`src/rtl/ifmap_feeder.sv`:
```
// Global-buffer sequencer for one PE row: clears PE weights, loads a kernel,
// then streams the image in raster order with an alternating row-parity flag.
module ifmap_feeder #(
  parameter int G_BUF_ADDR_WIDTH = 10,
  parameter int G_BUF_DATA_WIDTH = 8,
  parameter int G_TOP_BITS       = 2,
  parameter int G_BOT_BITS       = 14,
  parameter int G_KERNEL_SIZE    = 5,
  parameter int G_IMAGE_HEIGHT   = 28,
  parameter int G_IMAGE_WIDTH    = 28
) (
  input  logic                                 clk_i,
  input  logic                                 rst_i,
  input  logic                                 start_i,
  input  logic [G_BUF_ADDR_WIDTH-1:0]          wgt_base_i,
  input  logic [G_BUF_ADDR_WIDTH-1:0]          ifmap_base_i,
  input  logic                                 stall_i,
  output logic                                 busy_o,
  output logic                                 done_o,
  output logic                                 buf_rd_en_o,
  output logic [G_BUF_ADDR_WIDTH-1:0]          buf_rd_addr_o,
  input  logic [G_BUF_DATA_WIDTH-1:0]          buf_rd_data_i,
  output logic                                 weight_clr_o,
  output logic                                 weight_vld_o,
  output logic [G_TOP_BITS+G_BOT_BITS-1:0]     weight_o,
  output logic                                 ifmap_vld_o,
  output logic                                 ifmap_row_o,
  output logic [G_TOP_BITS+G_BOT_BITS-1:0]     ifmap_o
);

  localparam int AW   = G_BUF_ADDR_WIDTH;
  localparam int DW   = G_BUF_DATA_WIDTH;
  localparam int OW   = G_TOP_BITS + G_BOT_BITS;
  localparam int KW   = (G_KERNEL_SIZE > 1) ? $clog2(G_KERNEL_SIZE) : 1;
  localparam int RW   = (G_IMAGE_HEIGHT > 1) ? $clog2(G_IMAGE_HEIGHT) : 1;
  localparam int CW   = (G_IMAGE_WIDTH > 1) ? $clog2(G_IMAGE_WIDTH) : 1;
  localparam int NPIX = G_IMAGE_HEIGHT * G_IMAGE_WIDTH;
  localparam int PW   = (NPIX > 1) ? $clog2(NPIX) : 1;
  localparam int WSH  = G_BOT_BITS - (DW - 1);
  localparam int PSH  = G_BOT_BITS - DW;

  typedef enum logic [2:0] {IDLE, WCLR, WLOAD, IFMAP, DRAIN, DONE} state_e;

  state_e          state_q;
  logic [AW-1:0]   wgtBase_q, ifmapBase_q;
  logic [KW-1:0]   kCnt_q;
  logic [RW-1:0]   rowCnt_q;
  logic [CW-1:0]   colCnt_q;
  logic [PW-1:0]   pixCnt_q;
  logic            drainCnt_q, busy_q, clr_q, done_q;
  logic            tagVld_q, tagWgt_q, tagRow_q;
  logic            wVld_q, iVld_q, iRow_q;
  logic [OW-1:0]   weight_q, ifmap_q;
  logic            rdEn;
  logic [AW-1:0]   rdAddr;
  logic [OW-1:0]   weightConv, pixelConv;

  assign rdEn = ((state_q == WLOAD) || (state_q == IFMAP)) && !stall_i;

  // Linear pixel offset avoids a multiplier; the cast gives modulo-2^AW wrap.
  always_comb begin
    rdAddr = '0;
    if (state_q == WLOAD)      rdAddr = wgtBase_q + AW'(kCnt_q);
    else if (state_q == IFMAP) rdAddr = ifmapBase_q + AW'(pixCnt_q);
  end

  assign weightConv = {{(OW-DW){buf_rd_data_i[DW-1]}}, buf_rd_data_i} << WSH;
  assign pixelConv  = {{(OW-DW){1'b0}}, buf_rd_data_i} << PSH;

  always_ff @(posedge clk_i or posedge rst_i) begin
    if (rst_i) begin
      state_q     <= IDLE;
      wgtBase_q   <= '0;
      ifmapBase_q <= '0;
      kCnt_q      <= '0;
      rowCnt_q    <= '0;
      colCnt_q    <= '0;
      pixCnt_q    <= '0;
      drainCnt_q  <= 1'b0;
      busy_q      <= 1'b0;
      clr_q       <= 1'b0;
      done_q      <= 1'b0;
    end else begin
      clr_q  <= 1'b0;
      done_q <= 1'b0;
      case (state_q)
        IDLE: begin
          if (start_i) begin
            wgtBase_q   <= wgt_base_i;
            ifmapBase_q <= ifmap_base_i;
            kCnt_q      <= '0;
            rowCnt_q    <= '0;
            colCnt_q    <= '0;
            pixCnt_q    <= '0;
            state_q     <= WCLR;
            clr_q       <= 1'b1;
            busy_q      <= 1'b1;
          end
        end
        WCLR: state_q <= WLOAD;
        WLOAD: begin
          if (rdEn) begin
            if (kCnt_q == KW'(G_KERNEL_SIZE - 1)) begin
              kCnt_q  <= '0;
              state_q <= IFMAP;
            end else begin
              kCnt_q <= kCnt_q + 1'b1;
            end
          end
        end
        IFMAP: begin
          if (rdEn) begin
            pixCnt_q <= pixCnt_q + 1'b1;
            if (colCnt_q == CW'(G_IMAGE_WIDTH - 1)) begin
              colCnt_q <= '0;
              if (rowCnt_q == RW'(G_IMAGE_HEIGHT - 1)) begin
                rowCnt_q   <= '0;
                pixCnt_q   <= '0;
                drainCnt_q <= 1'b0;
                state_q    <= DRAIN;
              end else begin
                rowCnt_q <= rowCnt_q + 1'b1;
              end
            end else begin
              colCnt_q <= colCnt_q + 1'b1;
            end
          end
        end
        DRAIN: begin
          if (drainCnt_q) begin
            drainCnt_q <= 1'b0;
            done_q     <= 1'b1;
            state_q    <= DONE;
          end else begin
            drainCnt_q <= 1'b1;
          end
        end
        DONE: begin
          busy_q  <= 1'b0;
          state_q <= IDLE;
        end
        default: state_q <= IDLE;
      endcase
    end
  end

  // Tag travels alongside the buffer read so returning data knows its kind.
  always_ff @(posedge clk_i or posedge rst_i) begin
    if (rst_i) begin
      tagVld_q <= 1'b0;
      tagWgt_q <= 1'b0;
      tagRow_q <= 1'b0;
      wVld_q   <= 1'b0;
      iVld_q   <= 1'b0;
      iRow_q   <= 1'b0;
      weight_q <= '0;
      ifmap_q  <= '0;
    end else begin
      tagVld_q <= rdEn;
      tagWgt_q <= (state_q == WLOAD);
      tagRow_q <= ~rowCnt_q[0];
      wVld_q   <= tagVld_q && tagWgt_q;
      iVld_q   <= tagVld_q && !tagWgt_q;
      if (tagVld_q && tagWgt_q) weight_q <= weightConv;
      if (tagVld_q && !tagWgt_q) begin
        ifmap_q <= pixelConv;
        iRow_q  <= tagRow_q;
      end
    end
  end

  assign busy_o        = busy_q;
  assign done_o        = done_q;
  assign weight_clr_o  = clr_q;
  assign buf_rd_en_o   = rdEn;
  assign buf_rd_addr_o = rdAddr;
  assign weight_vld_o  = wVld_q;
  assign weight_o      = weight_q;
  assign ifmap_vld_o   = iVld_q;
  assign ifmap_row_o   = iRow_q;
  assign ifmap_o       = ifmap_q;

endmodule

```
`config.mk`:
```
export PLATFORM = sky130hd
export DESIGN_NAME = ifmap_feeder
export DESIGN_NICKNAME = d
export VERILOG_FILES = /design/src/rtl/ifmap_feeder.sv
export SDC_FILE = /design/constraint.sdc
export NUM_CORES = 1
export LEC_CHECK = 0
export CORE_ASPECT_RATIO = 0.8
export CORE_MARGIN = 2
export CORE_UTILIZATION = 30
export CTS_BUF_LIST = sky130_fd_sc_hd__clkbuf_4
export DETAILED_ROUTE_END_ITERATION = 12
export DONT_BUFFER_PORTS = 1
export PLACE_DENSITY = 0.55
export SYNTH_ARGS = -nofsm -noshare
export SYNTH_HDL_FRONTEND = slang
export SYNTH_SLANG_ARGS = --single-unit
```
`constraint.sdc`:
```
create_clock -name clk_i -period 3.1 [get_ports clk_i]
set_input_delay 0.93 -clock clk_i [delete_from_list [all_inputs] [get_ports clk_i]]
set_output_delay 0.93 -clock clk_i [all_outputs]
set_load 0.05 [all_outputs]
```
==> results_dict.tcl, run 1 <==
set metrics [dict create \
    arrival_ns 2.41 \
    irDropWorstVdd_uv 847 \
    cts_root_buf "clkbuf_4" \
    via_per_inst 4.83 \
    drt_iter0_drc 138 \
    cts.sinks 72 \
    drive_gt1_share_pct 34.7 \
    finalMaxSlewViolations 0 \
    cp-startpoint "pixCnt_q[0]" \
    ys_ff_latch 72 \
    cts_tree "built" \
    finalCriticalPeriod_ns 3.34 \
    wl_mm 8.65 \
    grt_max_degree 32 \
    fin_util_pct 37.3 \
    crit_slowest_cell "dfrtp_1" \
    die_area_um2 13900 \
    fin_skew_ns 0.0127 \
    powerDensity_nw_per_um2 871 \
    setup_violations 6 \
    yosysWarnings 0 \
    syn_area_um2 3890 \
    row_count 37 \
    critPathRequiredTime_ns 2.17 \
    violations "negative setup slack" \
    start_util_pct 30.4 \
    port_buffers 0 \
    synth.distinct_cells 51 \
    nNetsFinal 452 \
    postLayoutCellArea_um2 4770 \
    power.share.clock_pct 16.1 \
    clock_latency_ns 0.44 \
    worst-path-buf-inv 3 \
    relSlewSlack_pct 40.6 \
    ys_seq_area_share_pct 46.3 \
    crit_top_cell "o22ai_2" \
    timing.rr.start "state_q[1]" \
    synth.avg_cell_area_um2 10.7 \
    period_share_pct 108 \
    dpl_cell_area_um2 4230 \
    numCtsBuffers 9 \
    dp_slack_ns 0.137 \
    fp.dieH_um 106 \
    netSwitchingFraction_pct 43.9 \
    rsz0062_at_grt "true" \
    cp_slowest_stage_delay_ns 0.38 \
    grt_pass1_wl_mm 14.0 \
    h-tree-depth 3 \
    critPathMaxFanout 2 \
    die_w_um 131 \
    outcome "finished with violations" \
    ioPinCount 81 \
    cp-end-kind "output port" \
    drv_cap 0 \
    async_flop_share_pct 100 \
    hold_class "in -> async" \
    power_leakage_nw 2.04 \
    tightest_slew_ns 0.891 \
    fmax_mhz 299 \
    drc 0 \
    synth_enable_flop_cells 0 \
    path_class "reg -> out" \
    start_kind "flop" \
    routedWlPerCell_um 14.9 \
    comb_power_share_pct 44.6 \
    gp_congestion 0.779 \
    areaGrowthSynthToFinish_pct 22.5 \
    critical-path-top-delay-family "adder cells" \
    path_clk_slew_ns 0.12 \
    hold_viol_final 0 \
    antenna_found_initial 0 \
    design.core.area_um2 12800 \
    synth_flop_cell "dfrtp_1" \
    power.internal_mw 2.33 \
    grt_pass1_vias 2823 \
    detail-route-antenna-nets 0 \
    fin_tns_setup_ns -0.624 \
    grtUsageTotal_pct 12.7 \
    clock_path_buffers 2 \
    path_cells "ha_2, inv_2, fa_2, nor2b_2, o31a_1, buf_4, o22ai_2, xor2_1, o22ai_2, buf_12" \
    grt-ovfl-total 0 \
    firstDrtPassIters 4 \
    power_switching_mw 1.82 \
    syn_inst 364 \
    seqPwrFrac_pct 39.3 \
    dp_hpwl_mm 6.12 \
    via_count 2810 \
    postCtsHoldBufs 0 \
    finalWorstSetupSlack_ns -0.241 \
]
-- cell usage after synthesis, types with 8 or more instances --
cell type	n	area share (%)
o21ai_0	18	2.3
nand2_1	27	2.6
nand3_1	12	1.5
nor2_1	31	3.0
nand4_1	10	1.6
buf_4	16	3.1
buf_2	8	1.0
mux2_2	35	10
a21oi_1	9	1.2
xor2_1	19	4.3
inv_1	17	1.6
dfrtp_1	72	46
ha_1	17	5.5
-- cells by family after synthesis --
group	Yosys count	synth area share [%]
AND/OR/NAND/NOR	105	14.2
XOR/XNOR	25	5.63
buffers and inverters	46	6.24
AO/OA/AOI/OAI	61	10.9
adder cells (fa/ha/maj)	19	6.50
multiplexers	35	10.1
other	1	0.0964
flip-flops	72	46.3
-- metal layers --
layer | GRT usage, % | part of all wire, % | routed length, µm | vias up
met5 | 0 | 0 | 0 | -
met4 | 3.49 | 0.99 | 86 | 0
met3 | 5.58 | 7.7 | 667 | 9
met2 | 20.0 | 44 | 3840 | 89
met1 | 15.9 | 47 | 4060 | 1381
li1 | - | - | - | 1331
-- final timing paths --
path,to,slack (ns),depth (start not counted)
min in group clk_i,tagRow_q,0.50,1
hold / removal,done_o,0.47,1
setup / recovery,buf_rd_addr_o[8],-0.24,10
max in group asynchronous,ifmap_row_o,1.96,2
setup reg to reg,pixCnt_q[5],0.99,7
hold reg to reg,tagRow_q,0.50,1
-- final cells by class --
class	instances	area, µm²
Antenna cell	1	2.50
Clock buffer	10	75.1
Clock inverter	6	83.8
Fill cell	1282	8010
Inverter	17	63.8
Multi-Input combinational cell	260	2160
Sequential cell	72	1810
Tap cell	175	219
Timing Repair Buffer	41	357
-- through the flow --
step / hold WS, ns / power, mW / instances
2_1_floorplan: 0.445 / 2.72 / 378
3_3_place_gp: 0.465 / 3.08 / 547
3_5_place_dp: 0.465 / 3.10 / 547
4_1_cts: 0.471 / 4.06 / 575
5_1_grt: 0.480 / 4.39 / 581
6_report: 0.466 / 4.15 / 582
-- power by group through the flow --
stage          combinational (mW)  sequential [mW]  clock, mW
2_1_floorplan                1.17             1.55          0
3_3_place_gp                 1.46             1.62          0
3_5_place_dp                 1.48             1.63          0
4_1_cts                      1.74             1.62      0.697
5_1_grt                      2.00             1.66      0.733
6_report                     1.85             1.63      0.670
-- layout by cell type, fill, tap and decap left out, types with 5 or more instances in the layout --
cell      netlist  routed
dfrtp_1        72      69
mux2_2         35      35
buf_4          16      35
nor2_1         31      30
nand2_1        27      27
xor2_1         19      19
inv_1          17      15
conb_1          1      15
o21ai_0        18      13
nand3_1        12      11
nand4_1        10      10
ha_4            0      10
clkbuf_4        0      10
a21oi_1         9       7
xnor2_1         6       6
ha_1           17       5
-- repair_timing --
action	CTS	global route
pin swaps	22	9
endpoints found under the setup margin	8	9
buffers inserted	12	6
resized for setup	34	14
endpoints found under the hold margin	0	0
-- sequential cells by signal, summed over array words and instances (netlist names), 3 cells and up --
name         count
colCnt_q         5
pixCnt_q        10
ifmap_o          8
ifmapBase_q     10
state_q          3
kCnt_q           3
wgtBase_q       10
rowCnt_q         5
weight_o         8
Note: power is estimated with default switching activity, not from simulation.
==> inputs of run 2 (changes only) <==
--- a/config.mk
+++ b/config.mk
@@ -7,11 +7,12 @@
 export LEC_CHECK = 0
 export CORE_ASPECT_RATIO = 0.8
 export CORE_MARGIN = 2
-export CORE_UTILIZATION = 30
+export CORE_UTILIZATION = 31
 export CTS_BUF_LIST = sky130_fd_sc_hd__clkbuf_4
 export DETAILED_ROUTE_END_ITERATION = 12
 export DONT_BUFFER_PORTS = 1
-export PLACE_DENSITY = 0.55
+export GPL_ROUTABILITY_DRIVEN = 0
+export PLACE_DENSITY = 0.48
 export SYNTH_ARGS = -nofsm -noshare
 export SYNTH_HDL_FRONTEND = slang
 export SYNTH_SLANG_ARGS = --single-unit
==> results_dict.tcl, run 2 (same netlist as run 1, synthesis figures left out) <==
set metrics [dict create \
    drt_iter0_drc 148 \
    fillerInstances 1210 \
    fp.dieH_um 104 \
    h-tree-depth 3 \
    arrival_ns 2.42 \
    setup_violations 7 \
    outcome "finished with violations" \
    hold_slack_ns 0.419 \
    cp-startpoint "ifmapBase_q[0]" \
    antenna_found_initial 0 \
    path_cells "ha_2, inv_2, fa_2, nor2b_2, o31a_1, o21a_1, o21a_1, o32ai_2, buf_6" \
    wl_mm 8.40 \
    timing.rr.start "state_q[1]" \
    clock_path_buffers 2 \
    finalCriticalPeriod_ns 3.35 \
    cts.sinks 72 \
    cp_slowest_stage_delay_ns 0.41 \
    irDropWorstVdd_uv 829 \
    hold_class "in -> async" \
    nNetsFinal 452 \
    start_util_pct 31.9 \
    fin_util_pct 38.6 \
    drc 0 \
    design.core.area_um2 12200 \
    tightest_slew_ns 0.904 \
    dp_slack_ns 0.118 \
    crit_slowest_cell "dfrtp_1" \
    firstDrtPassIters 4 \
    violations "negative setup slack" \
    areaGrowthSynthToFinish_pct 21.1 \
    grt_max_degree 73 \
    detail-route-antenna-nets 0 \
    clock_latency_ns 0.45 \
    worst-path-buf-inv 2 \
    final_cell_mix "68 x dfrtp_1, 35 x mux2_2, 32 x buf_4" \
    top_regs "ifmapBase_q x10, pixCnt_q x10, wgtBase_q x10" \
    numCtsBuffers 9 \
    crit_top_cell "o21a_1" \
    power_leakage_nw 2.03 \
    layout_commonest_cell "dfrtp_1" \
    via_count 2754 \
    num_antenna_cells 0 \
    start_kind "flop" \
    r2r_slack_ns 0.79 \
    powerDensity_nw_per_um2 854 \
    critical-path-top-delay-family "compound AO/OA/AOI/OAI gates" \
    row_count 36 \
    drv_cap 0 \
    fin_skew_ns 0.0237 \
    cts_tree "built" \
    via_per_inst 4.77 \
    grt_pass1_wl_mm 14.0 \
    relSlewSlack_pct 39.7 \
    hold_viol_final 0 \
    rsz0062_at_grt "true" \
    critPathRequiredTime_ns 2.17 \
    path_class "reg -> out" \
    die_area_um2 13500 \
    die_w_um 129 \
    routedWlPerCell_um 14.6 \
    endpoint "buf_rd_addr_o[6]" \
    port_buffers 0 \
    finalMaxSlewViolations 0 \
    r2r_cells 7 \
    fmax_mhz 299 \
    grtUsageTotal_pct 13.2 \
    dp_hpwl_mm 5.95 \
    cts_root_buf "clkbuf_4" \
    grt-ovfl-total 0 \
    grt_pass1_vias 2817 \
    path_clk_slew_ns 0.15 \
    ioPinCount 81 \
    crit_cells 9 \
    finalWorstSetupSlack_ns -0.247 \
    critPathMaxFanout 2 \
    period_share_pct 108 \
    drive_gt1_share_pct 33.7 \
    cp-end-kind "output port" \
    reg2reg_to "pixCnt_q[5]" \
]
==> run 2: how the worst min path moves through the flow <==
stage | from | end | slack [ns] | depth (start not counted)
3_5_place_dp | colCnt_q[4] | colCnt_q[4] | 0.47 | 1
6_report | rst_i | state_q[2] | 0.42 | 2
5_1_grt | rst_i | ifmap_o[11] | 0.40 | 2
2_1_floorplan | colCnt_q[4] | colCnt_q[4] | 0.44 | 1
4_1_cts | rst_i | state_q[2] | 0.42 | 2
3_3_place_gp | tagRow_q | ifmap_row_o | 0.47 | 1
==> run 2: repair_timing <==
item | in CTS | in global routing
endpoints found under the setup margin | 8 | 9
cloned | 0 | 0
resized for setup | 32 | 16
pin swaps | 13 | 14
setup buffers | 14 | 4
hold buffers | 0 | 0
==> run 2: area by class of cell <==
type | count | area (µm²) | area share (%)
multi-input cells | 260 | 2130 | 45.2
flip-flops and latches | 72 | 1810 | 38.4
repair buffers | 41 | 368 | 7.81
well taps | 171 | 214 | 4.54
clock buffers | 9 | 67.6 | 1.43
inverters | 17 | 63.8 | 1.35
clock inverters | 7 | 61.3 | 1.30
==> run 2: power by group <==
| part | switching, mW | leakage, nW | internal, mW |
|---|---|---|---|
| Combinational | 1.01 | 1.10 | 0.831 |
| Sequential | 0.459 | 0.867 | 1.15 |
| Clock | 0.392 | 0.0659 | 0.181 |
==> run 2: per-stage QoR <==
stage / instance area (µm²) / cells / total power [mW] / setup TNS (ns)
global route: 4710 / 577 / 4.31 / -2.12
global placement: 4220 / 543 / 3.08 / 0
CTS: 4610 / 573 / 3.95 / -1.19
finish: 4710 / 577 / 4.02 / -0.924
detailed placement: 4220 / 543 / 3.10 / 0
floorplan: 3980 / 378 / 2.72 / -0.113
==> run 2: layer usage <==
metal | vias to the layer above | GRT usage (%) | wire [µm]
li1 | 1332 | - | -
met1 | 1330 | 18.4 | 4050
met2 | 79 | 18.8 | 3610
met3 | 13 | 4.68 | 588
met4 | 0 | 4.81 | 144
met5 | - | 0 | 0
